## config.mk

```make
export PLATFORM = sky130hd
export DESIGN_NAME = ir_op_responder
export DESIGN_NICKNAME = d
export VERILOG_FILES = /design/src/rtl/ir_store_pkg.sv /design/src/rtl/ir_addr_counter.sv /design/src/rtl/ir_op_responder.sv
export SDC_FILE = /design/constraint.sdc
export NUM_CORES = 1
export LEC_CHECK = 0
export BUFFER_PORTS_ARGS = -buffer_cell sky130_fd_sc_hd__buf_2
export CORE_ASPECT_RATIO = 0.6
export CORE_MARGIN = 3
export CORE_UTILIZATION = 26
export DETAILED_ROUTE_END_ITERATION = 12
export GPL_TIMING_DRIVEN = 0
export RECOVER_POWER = 50
export SKIP_LAST_GASP = 1
export SLEW_MARGIN = 20
export SYNTH_ARGS = -nofsm -noshare
export SYNTH_HDL_FRONTEND = slang
export SYNTH_SLANG_ARGS = --single-unit
```

## constraint.sdc

```tcl
create_clock -name iClk_Local -period 2.2 [get_ports iClk_Local]
set_clock_uncertainty 0.05 [all_clocks]
set_input_delay 0.33 -clock iClk_Local [delete_from_list [all_inputs] [get_ports iClk_Local]]
set_output_delay 0.33 -clock iClk_Local [all_outputs]
set_load 0.01 [all_outputs]
```

## src/rtl/ir_store_pkg.sv

```systemverilog
// Shared encodings for the IR frame store: opcodes, responder FSM states,
// default frame depth. Also used by the global-domain requester.
package ir_store_pkg;

    localparam int unsigned IR_DEPTH_DEF = 1024;

    typedef enum logic [2:0] {
        OP_IDLE    = 3'b000,
        OP_CLEAR   = 3'b001,
        OP_CAPTURE = 3'b010,
        OP_READOUT = 3'b011
    } ir_op_e;

    typedef enum logic [2:0] {
        ST_IDLE    = 3'd0,
        ST_QUALIFY = 3'd1,
        ST_CLEAR   = 3'd2,
        ST_CAPTURE = 3'd3,
        ST_READ    = 3'd4,
        ST_DRAIN   = 3'd5,
        ST_DONE    = 3'd6
    } ir_state_e;

    function automatic logic ir_op_legal(input logic [2:0] op);
        return (op == OP_CLEAR) || (op == OP_CAPTURE) || (op == OP_READOUT);
    endfunction

endpackage

```

## src/rtl/ir_addr_counter.sv

```systemverilog
// Frame address counter: clears, steps, and saturates at DEPTH-1,
// flagging the terminal count.
module ir_addr_counter
    import ir_store_pkg::*;
#(
    parameter int unsigned ADDR_W = 10,
    parameter int unsigned DEPTH  = IR_DEPTH_DEF
)(
    input  logic              i_clk,
    input  logic              i_rst_n,
    input  logic              i_clr,
    input  logic              i_inc,
    output logic [ADDR_W-1:0] o_addr,
    output logic              o_tc
);

    localparam logic [ADDR_W-1:0] LAST = ADDR_W'(DEPTH - 1);

    logic [ADDR_W-1:0] r_addr;

    always_ff @(posedge i_clk or negedge i_rst_n) begin
        if (!i_rst_n) begin
            r_addr <= '0;
        end else if (i_clr) begin
            r_addr <= '0;
        end else if (i_inc && !o_tc) begin
            r_addr <= r_addr + ADDR_W'(1);
        end
    end

    assign o_tc   = (r_addr == LAST);
    assign o_addr = r_addr;

endmodule

```

## src/rtl/ir_op_responder.sv

```systemverilog
// Local-domain responder for CLEAR/CAPTURE/READOUT requests on the frame store.
// Define IR_OP_TIMEOUT_EN to add the CAPTURE idle-stream watchdog.
module ir_op_responder
    import ir_store_pkg::*;
#(
    parameter int unsigned DEPTH       = IR_DEPTH_DEF,
    parameter int unsigned ADDR_W      = 10,
    parameter int unsigned DATA_W      = 16,
    parameter int unsigned TIMEOUT_CYC = 4096
)(
    input  logic              iClk_Local,
    input  logic              iRst_N,
    input  logic [2:0]        iOp_Code,
    output logic              oOp_Done,
    output logic              oBusy,
    output logic              oErr,
    input  logic [DATA_W-1:0] iPix_Data,
    input  logic              iPix_Valid,
    output logic [ADDR_W-1:0] oMem_Addr,
    output logic              oMem_Wr,
    output logic [DATA_W-1:0] oMem_WrData,
    output logic              oMem_Rd,
    input  logic [DATA_W-1:0] iMem_RdData,
    output logic [DATA_W-1:0] oPix_Data,
    output logic              oPix_Valid
);

    localparam bit CFG_OK = (DEPTH >= 1) && (TIMEOUT_CYC >= 1) &&
                            (64'(DEPTH) <= (64'd1 << ADDR_W));

    if (!CFG_OK) begin : g_bad_cfg
        $error("ir_op_responder: DEPTH must fit ADDR_W, TIMEOUT_CYC >= 1");
    end

    ir_state_e         r_state;
    logic [2:0]        r_op;
    logic              r_busy;
    logic              r_done;
    logic              r_err;
    logic              r_pix_valid;

    logic              w_in_op;
    logic              w_clr;
    logic              w_inc;
    logic              w_tc;
    logic              w_timeout;
    logic [ADDR_W-1:0] w_addr;

    assign w_in_op = (r_state == ST_CLEAR) || (r_state == ST_CAPTURE) ||
                     (r_state == ST_READ);
    assign w_clr   = !w_in_op;
    assign w_inc   = (r_state == ST_CLEAR) || (r_state == ST_READ) ||
                     ((r_state == ST_CAPTURE) && iPix_Valid);

    ir_addr_counter #(
        .ADDR_W (ADDR_W),
        .DEPTH  (DEPTH)
    ) u_addr (
        .i_clk   (iClk_Local),
        .i_rst_n (iRst_N),
        .i_clr   (w_clr),
        .i_inc   (w_inc),
        .o_addr  (w_addr),
        .o_tc    (w_tc)
    );

`ifdef IR_OP_TIMEOUT_EN
    localparam int unsigned TO_W = $clog2(TIMEOUT_CYC + 1);

    logic [TO_W-1:0] r_idle;

    always_ff @(posedge iClk_Local or negedge iRst_N) begin
        if (!iRst_N) begin
            r_idle <= '0;
        end else if ((r_state != ST_CAPTURE) || iPix_Valid) begin
            r_idle <= '0;
        end else begin
            r_idle <= r_idle + TO_W'(1);
        end
    end

    // Fires on the TIMEOUT_CYC-th consecutive empty cycle.
    assign w_timeout = (r_state == ST_CAPTURE) && !iPix_Valid &&
                       (r_idle == TO_W'(TIMEOUT_CYC - 1));
`else
    assign w_timeout = 1'b0;
`endif

    always_ff @(posedge iClk_Local or negedge iRst_N) begin
        if (!iRst_N) begin
            r_state     <= ST_IDLE;
            r_op        <= '0;
            r_busy      <= 1'b0;
            r_done      <= 1'b0;
            r_err       <= 1'b0;
            r_pix_valid <= 1'b0;
        end else begin
            r_pix_valid <= (r_state == ST_READ);
            unique case (r_state)
                ST_IDLE: begin
                    if (iOp_Code != OP_IDLE) begin
                        r_op    <= iOp_Code;
                        r_state <= ST_QUALIFY;
                    end
                end
                ST_QUALIFY: begin
                    // Two equal samples in a row reject synchronizer skew.
                    if (iOp_Code == OP_IDLE) begin
                        r_state <= ST_IDLE;
                    end else if (iOp_Code != r_op) begin
                        r_op <= iOp_Code;
                    end else if (!ir_op_legal(r_op)) begin
                        r_state <= ST_DONE;
                        r_done  <= 1'b1;
                        r_err   <= 1'b1;
                    end else begin
                        r_busy <= 1'b1;
                        if (r_op == OP_CLEAR) begin
                            r_state <= ST_CLEAR;
                        end else if (r_op == OP_CAPTURE) begin
                            r_state <= ST_CAPTURE;
                        end else begin
                            r_state <= ST_READ;
                        end
                    end
                end
                ST_CLEAR: begin
                    if (w_tc) begin
                        r_state <= ST_DONE;
                        r_busy  <= 1'b0;
                        r_done  <= 1'b1;
                    end
                end
                ST_CAPTURE: begin
                    if (w_timeout) begin
                        r_state <= ST_DONE;
                        r_busy  <= 1'b0;
                        r_done  <= 1'b1;
                        r_err   <= 1'b1;
                    end else if (iPix_Valid && w_tc) begin
                        r_state <= ST_DONE;
                        r_busy  <= 1'b0;
                        r_done  <= 1'b1;
                    end
                end
                ST_READ: begin
                    if (w_tc) begin
                        r_state <= ST_DRAIN;
                    end
                end
                ST_DRAIN: begin
                    r_state <= ST_DONE;
                    r_busy  <= 1'b0;
                    r_done  <= 1'b1;
                end
                ST_DONE: begin
                    if (iOp_Code == OP_IDLE) begin
                        r_state <= ST_IDLE;
                        r_done  <= 1'b0;
                        r_err   <= 1'b0;
                    end
                end
                default: begin
                    r_state <= ST_IDLE;
                end
            endcase
        end
    end

    assign oOp_Done    = r_done;
    assign oBusy       = r_busy;
    assign oErr        = r_err;
    assign oMem_Addr   = w_addr;
    assign oMem_Wr     = (r_state == ST_CLEAR) ||
                         ((r_state == ST_CAPTURE) && iPix_Valid);
    assign oMem_WrData = (r_state == ST_CAPTURE) ? iPix_Data : '0;
    assign oMem_Rd     = (r_state == ST_READ);

    // Read data already comes from the memory's output register.
    assign oPix_Valid  = r_pix_valid;
    assign oPix_Data   = r_pix_valid ? iMem_RdData : '0;

endmodule

```

After elaboration in Yosys (flattened, before gate mapping)

Index checks and enable logic that the tools add are counted.

Output and inout bits: 48
Flip-flop bits (word level): 20
Bits of input ports: 38

Reduce and logical (&&, ||, !) cells: 23
Add/subtract/negate cells: 1
Multiplexer cells: 33
Equal/unequal tests: 23

Operators by type and width:

| kind                                                                  | count |
|---|---|
| 3-bit 2-to-1 mux                                                      | 13 |
| 16-bit 2-to-1 mux                                                     | 2 |
| 3-bit one-hot mux with 7 select lines                                 | 1 |
| 10-bit 2-to-1 mux                                                     | 2 |
| 2-bit != test, second input constant                                  | 7 |
| 3-bit by 2-bit equality test with 1-bit output, second input constant | 4 |
| 6-bit AND reduction                                                   | 2 |
| 1-bit 2-to-1 mux                                                      | 11 |
| 10-bit by 1-bit adder with 10-bit output, second input constant       | 1 |
| 10-bit equality test, second input constant                           | 1 |
| 3-bit equality test, second input constant                            | 3 |
| 2-bit by 1-bit != test with 1-bit output, second input constant       | 4 |
| 1-bit logical OR                                                      | 7 |
| 7-bit AND reduction                                                   | 1 |
| 3-bit by 1-bit equality test with 1-bit output, second input constant | 2 |
| 3-bit zero test                                                       | 2 |
| 3-bit one-hot mux with 2 select lines                                 | 1 |
| 1-bit one-hot mux with 5 select lines                                 | 1 |
| 5-bit AND reduction                                                   | 1 |
| 5-bit nonzero test                                                    | 1 |
| 1-bit one-hot mux with 4 select lines                                 | 1 |
| 4-bit AND reduction                                                   | 1 |
| 2-bit nonzero test                                                    | 2 |
| 4-bit nonzero test                                                    | 1 |
| other kinds (6)                                                       | 8 |

Depth between registers and ports, before layout

Word-level depth: 7
Gate-level depth with buffers: 7
Gate-level depth less buffers: 7

Hierarchy

Synthesis repeated with hierarchy kept, for this count alone.

Cell total of the unflattened synthesis: 181
Area total of the unflattened synthesis: 1550.2 µm²

Modules (own cells, without submodules):

| module          | seq. area each (µm²) | instances | area each (µm²) | cells an instance |
|---|---|---|---|---|
| ir_op_responder | 250.2                | 1         | 984.7           | 125 |
| ir_addr_counter | 250.2                | 1         | 565.5           | 56 |

Least setup slack after synthesis

Ideal clock, no wire load.

Path kind: reg2reg
Start point: register u_addr.r_addr[0], in the netlist u_addr.o_addr[0]
End point: register u_addr.r_addr[5], in the netlist u_addr.o_addr[5]
Buffers on the path: 1
Arrival time: 1.623 ns
Library setup time: 0.130 ns
Slack: 0.397 ns
Cell stages (with the launch flop): 8
Period minus slack after synthesis: 1.803 ns
Cells stage by stage: dfrtp_1 > ha_1 > and4_1 > and3_1 > buf_6 > nor4b_2 > xnor2_1 > nor2_1

Longest elaborated chain between the ends: 4
Elaborated cells on any way between the ends: 7

RTL lines:

| element                                                                          | line                  | source |
|---|---|---|
| start, declared                                                                  | ir_addr_counter.sv:19 | `logic [ADDR_W-1:0] r_addr;` |
| start signal, assigned                                                           | ir_addr_counter.sv:27 | `r_addr <= r_addr + ADDR_W'(1);` |
| branches (longest 4 deep; another with 10-bit by 1-bit adder with 10-bit output) | n/a                   |  |

Several ways; the timed one is not identified. The select of a mux whose other input is x is not followed.
A chain may end at the register's enable or synchronous reset.

Final worst setup path

Start point: register r_state[1]
End point: output oMem_WrData[3]

Longest elaborated chain between the ends: 2

RTL lines:

| element                                        | line                   | source |
|---|---|---|
| start, declared                                | ir_op_responder.sv:35  | `ir_state_e r_state;` |
| start signal, assigned                         | ir_op_responder.sv:91  | `r_state <= ST_IDLE;` |
| start signal, assigned                         | ir_op_responder.sv:103 | `r_state <= ST_QUALIFY;` |
| start signal, assigned                         | ir_op_responder.sv:109 | `r_state <= ST_IDLE;` |
| 3-bit by 2-bit equality test with 1-bit output | ir_op_responder.sv:176 | `assign oMem_WrData = (r_state == ST_CAPTURE) ? iPix_Data : '0;` |
| 16-bit 2-to-1 mux                              | ir_op_responder.sv:176 |  |
| end, declared                                  | ir_op_responder.sv:21  | `output logic [DATA_W-1:0] oMem_WrData,` |

Every way passes these cells.

==> flow_summary.ini <==
[status]
status = finished clean

[setup_path]
cp-end-kind = output port
startpoint_type = flip-flop
path_class = reg -> out
arrival_ns = 1.66
startpoint = r_state[1]
cp_data_required_time_ns = 1.82
reg2reg_from = u_addr.o_addr[0]
crit_path_max_fanout = 19

[clock_network]
cts-htree-levels = 1
post_cts_buffers = 0
cts_root_buffer = clkbuf_8
clock_sink_count = 20
clock_path_buffers = 2
cts_buffers = 3
tritoncts = done
cts.clk_slew.worst_paths_ns = 0.07
clk_latency_ns = 0.26

[placement]
place_congestion = 0.822
hpwl_um = 3310
io_buffer_count = 85

[job]
cap_violations = 0

[global_route]
groute.usage.overall = 0.129
grt_pass1_vias = 1442
use_met3 = 0.0332
grt_pass1_wl_um = 6710
grt_overflow = 0
antenna_found_initial = 0
use_met1 = 0.185
grt_use_met2 = 0.195
grt_busiest_layer = met2
grt_start_max_net_pins = 21

[timing]
finalCritPeriodShare = 0.927
period_minus_slack_ns = 2.04
drv_slew = 0
worst_slew_pin_slew_ns = 1.15
hold_viol_final = 0
setup_viol = 0
holdWs_ns = 0.300
rsz0062_at_grt = false
slew_headroom = 0.233
tns_ns = 0
max_clock_freq_ghz = 0.490

[route]
wl_per_cell_um = 13.3
drt-pass1-iter-count = 4
viasPerCell = 4.81
ant_nets = 0
drtIter0Drc = 47
wl_um = 4220
drc = 0
num_vias = 1524

[synthesis]
netlist_instances = 163
synth.most_common_cell = dfrtp_1
syn_area_um2 = 1430
ys_async_sr_fraction = 1.00
synthTopCellsByCount = 20 x dfrtp_1, 18 x and3_1, 18 x nor2_1
synth-seq-cells = 20
synth_area_per_cell_um2 = 8.74
ys_types = 42
synth_nets = 202
yosysTopAreaCellShare = 0.351
synth_area_leader_cell = dfrtp_1
synth_edf_count = 0
synth_area_leaders = dfrtp_1 35%, and3_1 7.9%, and2_1 7.5%
yosysWarnings = 0
yosysSeqAreaShare = 0.351
synth_ff_type = dfrtp_1

[worst_hold_path]
hold_class = in -> reg
min_from = iOp_Code[1]

[power]
power.density_nw_per_um2 = 946
peakVddDrop_mv = 0.419
p_leak_nw = 1.00

[final_layout]
diodes = 0
nNetsFinal = 292
drive_above_1_share = 0.339
area_growth_pct = 37.4

[die]
die_h_um = 63.3
start_util = 0.275
row_count = 20
dieWidth_um = 102
dieArea_um2 = 6430
ioPinCount = 86
core_area_um2 = 5180
-- cells in the final DEF, fill, tap and decap left out, types with 2 or more instances in the layout --
cell / count
nor2_1: 18
nor3b_1: 2
a21oi_4: 2
clkbuf_8: 3
o21ai_0: 9
dfrtp_1: 20
and2_1: 16
and3_1: 18
clkbuf_1: 24
buf_2: 67
nand2_1: 9
a22o_1: 3
xnor2_1: 11
nor3_1: 4
inv_1: 2
a21oi_1: 6
nand3_1: 6
nor4_2: 2
o31ai_1: 2
nand4_1: 2
-- sequential cells by signal, summed over array words and instances, names as in the netlist --
| name | count |
|---|---|
| u_addr.o_addr | 10 |
| r_op | 3 |
| r_state | 3 |
| oBusy | 1 |
| oErr | 1 |
| oOp_Done | 1 |
| oPix_Valid | 1 |
-- worst paths after layout --
kind	to	depth (start not counted)	slack, ns
max in group asynchronous	u_addr.o_addr[5]	2	0.65
min	r_op[1]	2	0.30
max	oMem_WrData[3]	5	0.16
min in group asynchronous	r_state[0]	2	0.77
min reg2reg	oErr	2	0.48
max reg2reg	u_addr.o_addr[9]	7	0.30
-- stage by stage --
step | setup WS, ns | area, um2 | utilization | std cells | power, mW
floorplan | 0.397 | 1430 | - | 163 | 1.29
global placement | 0.157 | 1930 | 0.373 | 314 | 1.62
detailed placement | 0.155 | 1930 | 0.373 | 314 | 1.63
CTS | 0.0544 | 1980 | 0.382 | 317 | 1.87
global route | 0.0381 | 1960 | 0.378 | 317 | 2.03
finish | 0.161 | 1960 | 0.378 | 317 | 1.85
-- metal layers --
metal / share of wire / vias up
li1: - / 757
met1: 0.51 / 677
met2: 0.37 / 86
met3: 0.11 / 4
met4: 0.0064 / 0
met5: 0 / -
-- power breakdown --
| part | leakage (nW) | total [mW] | internal (mW) | switching [mW] |
|---|---|---|---|---|
| combinational | 0.724 | 1.05 | 0.426 | 0.625 |
| clock | 0.0216 | 0.241 | 0.122 | 0.119 |
| sequential | 0.258 | 0.560 | 0.457 | 0.102 |
-- worst max-delay path, cell delays in order (launching register included) --
cell and delay [ns]:
dfrtp_1 0.34, buf_2 0.20, and2b_1 0.29, buf_4 0.26, and3_1 0.18, buf_2 0.13
-- what timing repair did --
action                     4_1_cts  5_1_grt
hold buffers                     1        0
resized for setup                0        2
hold endpoints to repair        20        0
setup endpoints to repair       10       16
-- kinds of logic (layout without fill, tap and decap cells) --
| kind of cell | after synthesis | after routing | synth area share |
|---|---|---|---|
| AOI/OAI and AO/OA | 29 | 29 | 0.150 |
| muxes | 2 | 2 | 0.0176 |
| xor gates and xnor gates | 11 | 11 | 0.0676 |
| DFF | 20 | 20 | 0.351 |
| buffers and inverters | 11 | 99 | 0.0369 |
| and+or+nand+nor | 89 | 89 | 0.368 |
| adders and majority gates | 1 | 1 | 0.00878 |
-- layout make-up --
| cell class | instances | area, um2 |
|---|---|---|
| fillers | 533 | 3220 |
| flip-flops and latches | 20 | 500 |
| well taps | 66 | 82.6 |
| multi-input cells | 132 | 872 |
| inverters | 2 | 7.51 |
| clock buffers | 3 | 41.3 |
| repair buffers | 86 | 410 |
| plain buffers | 8 | 43.8 |
Power figures use the tool's default switching activity.
